## config.mk

```make
export PLATFORM = sky130hd
export DESIGN_NAME = adc_shift_accumulator
export DESIGN_NICKNAME = d
export VERILOG_FILES = /design/src/rtl/adc_shift_accumulator.sv
export SDC_FILE = /design/constraint.sdc
export NUM_CORES = 1
export LEC_CHECK = 0
export BUFFER_PORTS_ARGS = -buffer_cell sky130_fd_sc_hd__clkbuf_2
export CAP_MARGIN = 25
export CORE_UTILIZATION = 55
export DETAILED_ROUTE_END_ITERATION = 10
export GPL_ROUTABILITY_DRIVEN = 0
export GPL_TIMING_DRIVEN = 1
export PLACE_DENSITY = 0.74
export RECOVER_POWER = 100
export SYNTH_ARGS = -nofsm -noshare
export SYNTH_HDL_FRONTEND = slang
export SYNTH_SLANG_ARGS = --single-unit
```

## constraint.sdc

```tcl
create_clock -name clk -period 4 [get_ports clk]
set_input_delay 0.4 -clock clk [delete_from_list [all_inputs] [get_ports clk]]
set_output_delay 0.4 -clock clk [all_outputs]
set_load 0.02 [all_outputs]
```

## src/rtl/adc_shift_accumulator.sv

```systemverilog
// Bit-serial MAC post-processor: removes the ADC mid-code offset from each column's
// per-plane code and shift-adds the planes (MSB first) into a saturating signed accumulator.
module adc_shift_accumulator #(
    parameter int numCols    = 1,
    parameter int numAdcBits = 4,
    parameter int numCfgBits = 8,
    parameter int accBits    = 16
) (
    input  logic                          clk,
    input  logic                          rst,
    input  logic [numCfgBits-1:0]         n_input_bits_cfg,
    input  logic                          signed_cfg,
    input  logic                          start_i,
    input  logic                          adc_valid_i,
    input  logic [numCols*numAdcBits-1:0] adc_out_i,
    output logic                          acc_valid_o,
    input  logic                          acc_ready_i,
    output logic [numCols*accBits-1:0]    acc_data_o,
    output logic                          busy_o,
    output logic                          sat_o,
    output logic                          err_o
);

    // Two guard bits hold 2*acc +/- sample without overflow before clamping.
    localparam int EXT_W = accBits + 2;
    localparam logic signed [EXT_W-1:0] ACC_MAX = (EXT_W'(1) <<< (accBits - 1)) - EXT_W'(1);
    localparam logic signed [EXT_W-1:0] ACC_MIN = -ACC_MAX - EXT_W'(1);

    typedef enum logic [1:0] {
        IDLE = 2'd0,
        ACC  = 2'd1,
        HOLD = 2'd2
    } state_t;

    state_t                  state_q, state_d;
    logic [numCfgBits-1:0]   cnt_q, cnt_d;
    logic [numCfgBits-1:0]   nplanes_q, nplanes_d;
    logic                    signed_q, signed_d;
    logic                    sat_q, sat_d;
    logic                    err_q, err_d;
    logic signed [accBits-1:0] acc_q [numCols];
    logic signed [accBits-1:0] acc_d [numCols];

    logic                    do_clear;
    logic                    do_step;
    logic                    do_drop;
    logic                    neg_plane;
    logic signed [EXT_W-1:0] sum_w [numCols];
    logic signed [accBits-1:0] step_val [numCols];
    logic [numCols-1:0]      step_clamp;

    // Offset-binary ADC code to two's complement: flipping the MSB subtracts 2^(numAdcBits-1).
    function automatic logic signed [EXT_W-1:0] adc_to_signed(input logic [numAdcBits-1:0] code);
        logic [numAdcBits-1:0] t;
        t = code;
        t[numAdcBits-1] = ~code[numAdcBits-1];
        return EXT_W'(signed'(t));
    endfunction

    function automatic logic is_clamped(input logic signed [EXT_W-1:0] v);
        return (v > ACC_MAX) || (v < ACC_MIN);
    endfunction

    function automatic logic signed [accBits-1:0] sat_acc(input logic signed [EXT_W-1:0] v);
        if (v > ACC_MAX) begin
            return ACC_MAX[accBits-1:0];
        end else if (v < ACC_MIN) begin
            return ACC_MIN[accBits-1:0];
        end
        return v[accBits-1:0];
    endfunction

    // The first plane of a two's-complement input carries negative weight.
    assign neg_plane = signed_q && (cnt_q == '0);

    always_comb begin
        for (int c = 0; c < numCols; c++) begin
            if (neg_plane) begin
                sum_w[c] = (EXT_W'(acc_q[c]) <<< 1)
                           - adc_to_signed(adc_out_i[c*numAdcBits +: numAdcBits]);
            end else begin
                sum_w[c] = (EXT_W'(acc_q[c]) <<< 1)
                           + adc_to_signed(adc_out_i[c*numAdcBits +: numAdcBits]);
            end
            step_val[c]   = sat_acc(sum_w[c]);
            step_clamp[c] = is_clamped(sum_w[c]);
        end
    end

    always_comb begin
        state_d  = state_q;
        do_clear = 1'b0;
        do_step  = 1'b0;
        do_drop  = 1'b0;
        unique case (state_q)
            IDLE: begin
                if (start_i) begin
                    do_clear = 1'b1;
                    state_d  = ACC;
                end else if (adc_valid_i) begin
                    do_drop = 1'b1;
                end
            end
            ACC: begin
                // A sample coinciding with a restart is discarded, not flagged.
                if (start_i) begin
                    do_clear = 1'b1;
                end else if (adc_valid_i) begin
                    do_step = 1'b1;
                    if (cnt_q == nplanes_q - 1'b1) begin
                        state_d = HOLD;
                    end
                end
            end
            HOLD: begin
                if (acc_ready_i && start_i) begin
                    do_clear = 1'b1;
                    state_d  = ACC;
                end else begin
                    do_drop = adc_valid_i;
                    if (acc_ready_i) begin
                        state_d = IDLE;
                    end
                end
            end
            default: state_d = IDLE;
        endcase
    end

    always_comb begin
        cnt_d     = cnt_q;
        nplanes_d = nplanes_q;
        signed_d  = signed_q;
        sat_d     = sat_q;
        err_d     = err_q;
        for (int c = 0; c < numCols; c++) begin
            acc_d[c] = acc_q[c];
        end
        if (do_clear) begin
            cnt_d     = '0;
            nplanes_d = (n_input_bits_cfg == '0) ? numCfgBits'(1) : n_input_bits_cfg;
            signed_d  = signed_cfg;
            sat_d     = 1'b0;
            err_d     = 1'b0;
            for (int c = 0; c < numCols; c++) begin
                acc_d[c] = '0;
            end
        end else begin
            if (do_step) begin
                cnt_d = cnt_q + 1'b1;
                sat_d = sat_q | (|step_clamp);
                for (int c = 0; c < numCols; c++) begin
                    acc_d[c] = step_val[c];
                end
            end
            if (do_drop) begin
                err_d = 1'b1;
            end
        end
    end

    always_ff @(posedge clk or posedge rst) begin
        if (rst) begin
            state_q   <= IDLE;
            cnt_q     <= '0;
            nplanes_q <= '0;
            signed_q  <= 1'b0;
            sat_q     <= 1'b0;
            err_q     <= 1'b0;
            for (int c = 0; c < numCols; c++) begin
                acc_q[c] <= '0;
            end
        end else begin
            state_q   <= state_d;
            cnt_q     <= cnt_d;
            nplanes_q <= nplanes_d;
            signed_q  <= signed_d;
            sat_q     <= sat_d;
            err_q     <= err_d;
            for (int c = 0; c < numCols; c++) begin
                acc_q[c] <= acc_d[c];
            end
        end
    end

    // Accumulators are frozen in HOLD, so they double as the registered result.
    for (genvar g = 0; g < numCols; g++) begin : g_out
        assign acc_data_o[g*accBits +: accBits] = acc_q[g];
    end

    assign acc_valid_o = (state_q == HOLD);
    assign busy_o      = (state_q != IDLE);
    assign sat_o       = sat_q;
    assign err_o       = err_q;

endmodule

```

==> results.toml <==
[grt]
grt_pass1_wl_mm = 15.1
overflow = 0
grt_pass1_vias = 3061
grt_usage_pct = 26.8
antenna_found_initial = 0
grt_start_max_net_pins = 38

[power]
power_density_nw_per_um2 = 628
p_int_mw = 1.18
swShare_pct = 51.1
p_comb_share_pct = 65.1
pwr-share-clk_pct = 10.5
p_seq_share_pct = 24.4
p_leak_nw = 1.71
vdd_drop_max_uv = 324
total_power_mw = 2.41
p_sw_mw = 1.23

[sta]
slew_headroom_pct = -31.7
period_share_pct = 89.1
fmax_ghz = 0.281
setup_ws_ns = 0.437
drv_slew = 38
min_period_ns = 3.56
finalSetupViolCount = 0
finalSetupTns_ns = 0
final_hold_viol_count = 0
fin_skew_ns = 0.00622
worst_pin_slew_ns = 1.98
rsz0062_at_grt = "no"
hold_ws_ns = 0.354

[route]
dr.pass1.iters = 5
viasPerCell = 6.31
drt_iter0_markers = 294
ant_nets = 0
routed_wl_mm = 9.13
post-route-drc-count = 0
vias = 3261
wire_per_inst_um = 17.7

[logic_synthesis]
synth_top_area_cell = "dfrtp_1"
yosysWarnings = 0
synth.top_cell.area_share_pct = 25.4
synth_area_per_cell_um2 = 9.00
synth_compound_area_share_pct = 26.7
synth_top_family_by_area = "compound AO/OA/AOI/OAI gates"
synth_cells = 406
ys_async_sr_fraction_pct = 100
yosys-top-cells-count = "dfrtp_1, nand2_1, ha_1"
synth_xor_area_share_pct = 7.85
yosys-top-cells-area = "dfrtp_1, ha_1, xnor2_1, nand2_1, a21oi_1"
syn_area_um2 = 3650
yosysSeqAreaShare_pct = 25.4
ys_types = 73
synth_fp_nets = 461
synth-seq-cells = 37
synth_edf_count = 0
synthFlopType = "dfrtp_1"
synthSimpleGateAreaFrac_pct = 19.2
synthAdderAreaFrac_pct = 13.1
yosys-mux-area-fraction_pct = 2.43
synth_most_common_cell = "dfrtp_1"

[clocking]
clockBufferDepth = 2
hold_buffers = 0
tritoncts = "done"
clk_pin_slew_ns = 0.08
cts_max_level = 2
cts_resized = 0
clock-root-buffer = "clkbuf_8"
cts_made_buffers = 5
clock_latency_ns = 0.28
cts.sinks = 37
post_cts_buffers = 0

[setup_path]
cp.arrival_ns = 3.71
cp_max_fo = 15
critPathKind = "primary input to register"
cp.required_ns = 4.15
start_kind = "primary input"
crit_path_end_kind = "register"

[floorplanning]
start_util_pct = 57.2
fp.dieW_um = 83.5
coreArea_um2 = 6390
ios = 38
die-area_um2 = 6970
die_h_um = 83.5
num_rows = 29

[placement]
dp_slack_ns = 0.203
portBuffers = 37
dp_cells = 508
hpwlAfterDp_mm = 6.87
placed_cell_area_um2 = 3880

[layout]
fin_area_um2 = 3850
utilization_pct = 60.2
final_cells = 517
finalNetCount = 494
area_growth_pct = 5.34
layout-drive-gt1-share_pct = 13.4
diodes = 0

[job]
max-cap-violations = 1

[outcome]
status = "complete, but fails checks"
violations = "max-capacitance violations, max-slew violations"

[worst_hold_path]
worstHoldPathType = "primary input to register"
## logic make-up (layout without fill, tap and decap cells)
| logic type | after synthesis | in the layout |
|---|---|---|
| simple gates | 132 | 132 |
| compound gates | 120 | 120 |
| buf+inv | 41 | 75 |
| fa+ha+maj | 37 | 37 |
| flops | 37 | 37 |
| xor+xnor | 31 | 31 |
| mux | 8 | 8 |
## routing by layer
layer  up-vias  part of all wire [%]  global-route usage (%)
li1       1575                     -                       -
met1      1519                    45                    36.9
met2       151                    47                    44.0
met3        16                   6.1                    3.36
met4         0                   1.8                    8.63
met5         -                     0                       0
## critical path, stage by stage
cell and delay, ns:
clkbuf_2 0.09, inv_1 0.38, ha_1 0.44, nor3_2 0.35, nand4_1 0.15, a211oi_1 0.42
o31ai_1 0.16, a211oi_1 0.61, a21oi_2 0.25, o311ai_0 0.46
## power by group through the flow
stage / clock network [mW] / logic [mW] / registers [mW]
floorplan: 0 / 1.23 / 0.646
global placement: 0 / 1.64 / 0.591
detailed placement: 0 / 1.66 / 0.594
CTS: 0.261 / 1.68 / 0.588
global route: 0.279 / 1.71 / 0.604
finish: 0.253 / 1.57 / 0.589
## registers in the layout, summed over array words and instances (netlist names)
name	flops
acc_data_o	16
cnt_q	8
nplanes_q	8
state_q	2
err_o	1
sat_o	1
signed_q	1
## cell usage in the layout, fill, tap and decap left out, types with 4 or more instances in the layout
cell / n
xor2_1: 8
o21ai_0: 14
clkbuf_1: 22
o21a_1: 6
o31ai_1: 7
clkbuf_8: 5
a211oi_1: 8
nand2_1: 36
nor2_1: 30
nand2b_1: 8
inv_1: 18
clkbuf_2: 17
nor3_1: 8
nor4_1: 5
or4_1: 4
a31oi_1: 4
a21o_1: 6
a21oi_1: 26
o311ai_0: 14
nand4_1: 5
o211ai_1: 4
dfrtp_1: 37
nor2b_1: 7
and3_1: 5
xnor2_1: 21
ha_1: 35
buf_4: 7
mux2_2: 7
nand3_1: 8
## final cells by class
cell class | count | area, um2
clock buffer | 5 | 68.8
multi-input combinational | 328 | 2440
timing repair buffer | 46 | 220
fill | 566 | 2540
tap | 77 | 96.3
clock inverter | 3 | 17.5
sequential | 37 | 926
inverter | 21 | 78.8
## final timing paths
check | start | end | slack (ns) | depth (start not counted)
max in group asynchronous | rst | cnt_q[7]$_DFFE_PP0P_ | 2.07 | 3
min in group asynchronous | rst | state_q[1]$_DFFE_PP0P_ | 0.79 | 3
setup / recovery | adc_out_i[3] | acc_data_o[7]$_DFFE_PP0P_ | 0.44 | 10
hold / removal | n_input_bits_cfg[0] | nplanes_q[0]$_DFFE_PP0P_ | 0.35 | 3
hold reg to reg | signed_q$_DFFE_PP0P_ | signed_q$_DFFE_PP0P_ | 0.52 | 1
setup reg to reg | acc_data_o[8]$_DFFE_PP0P_ | acc_data_o[7]$_DFFE_PP0P_ | 0.59 | 8
(Power assumes the default switching activity.)
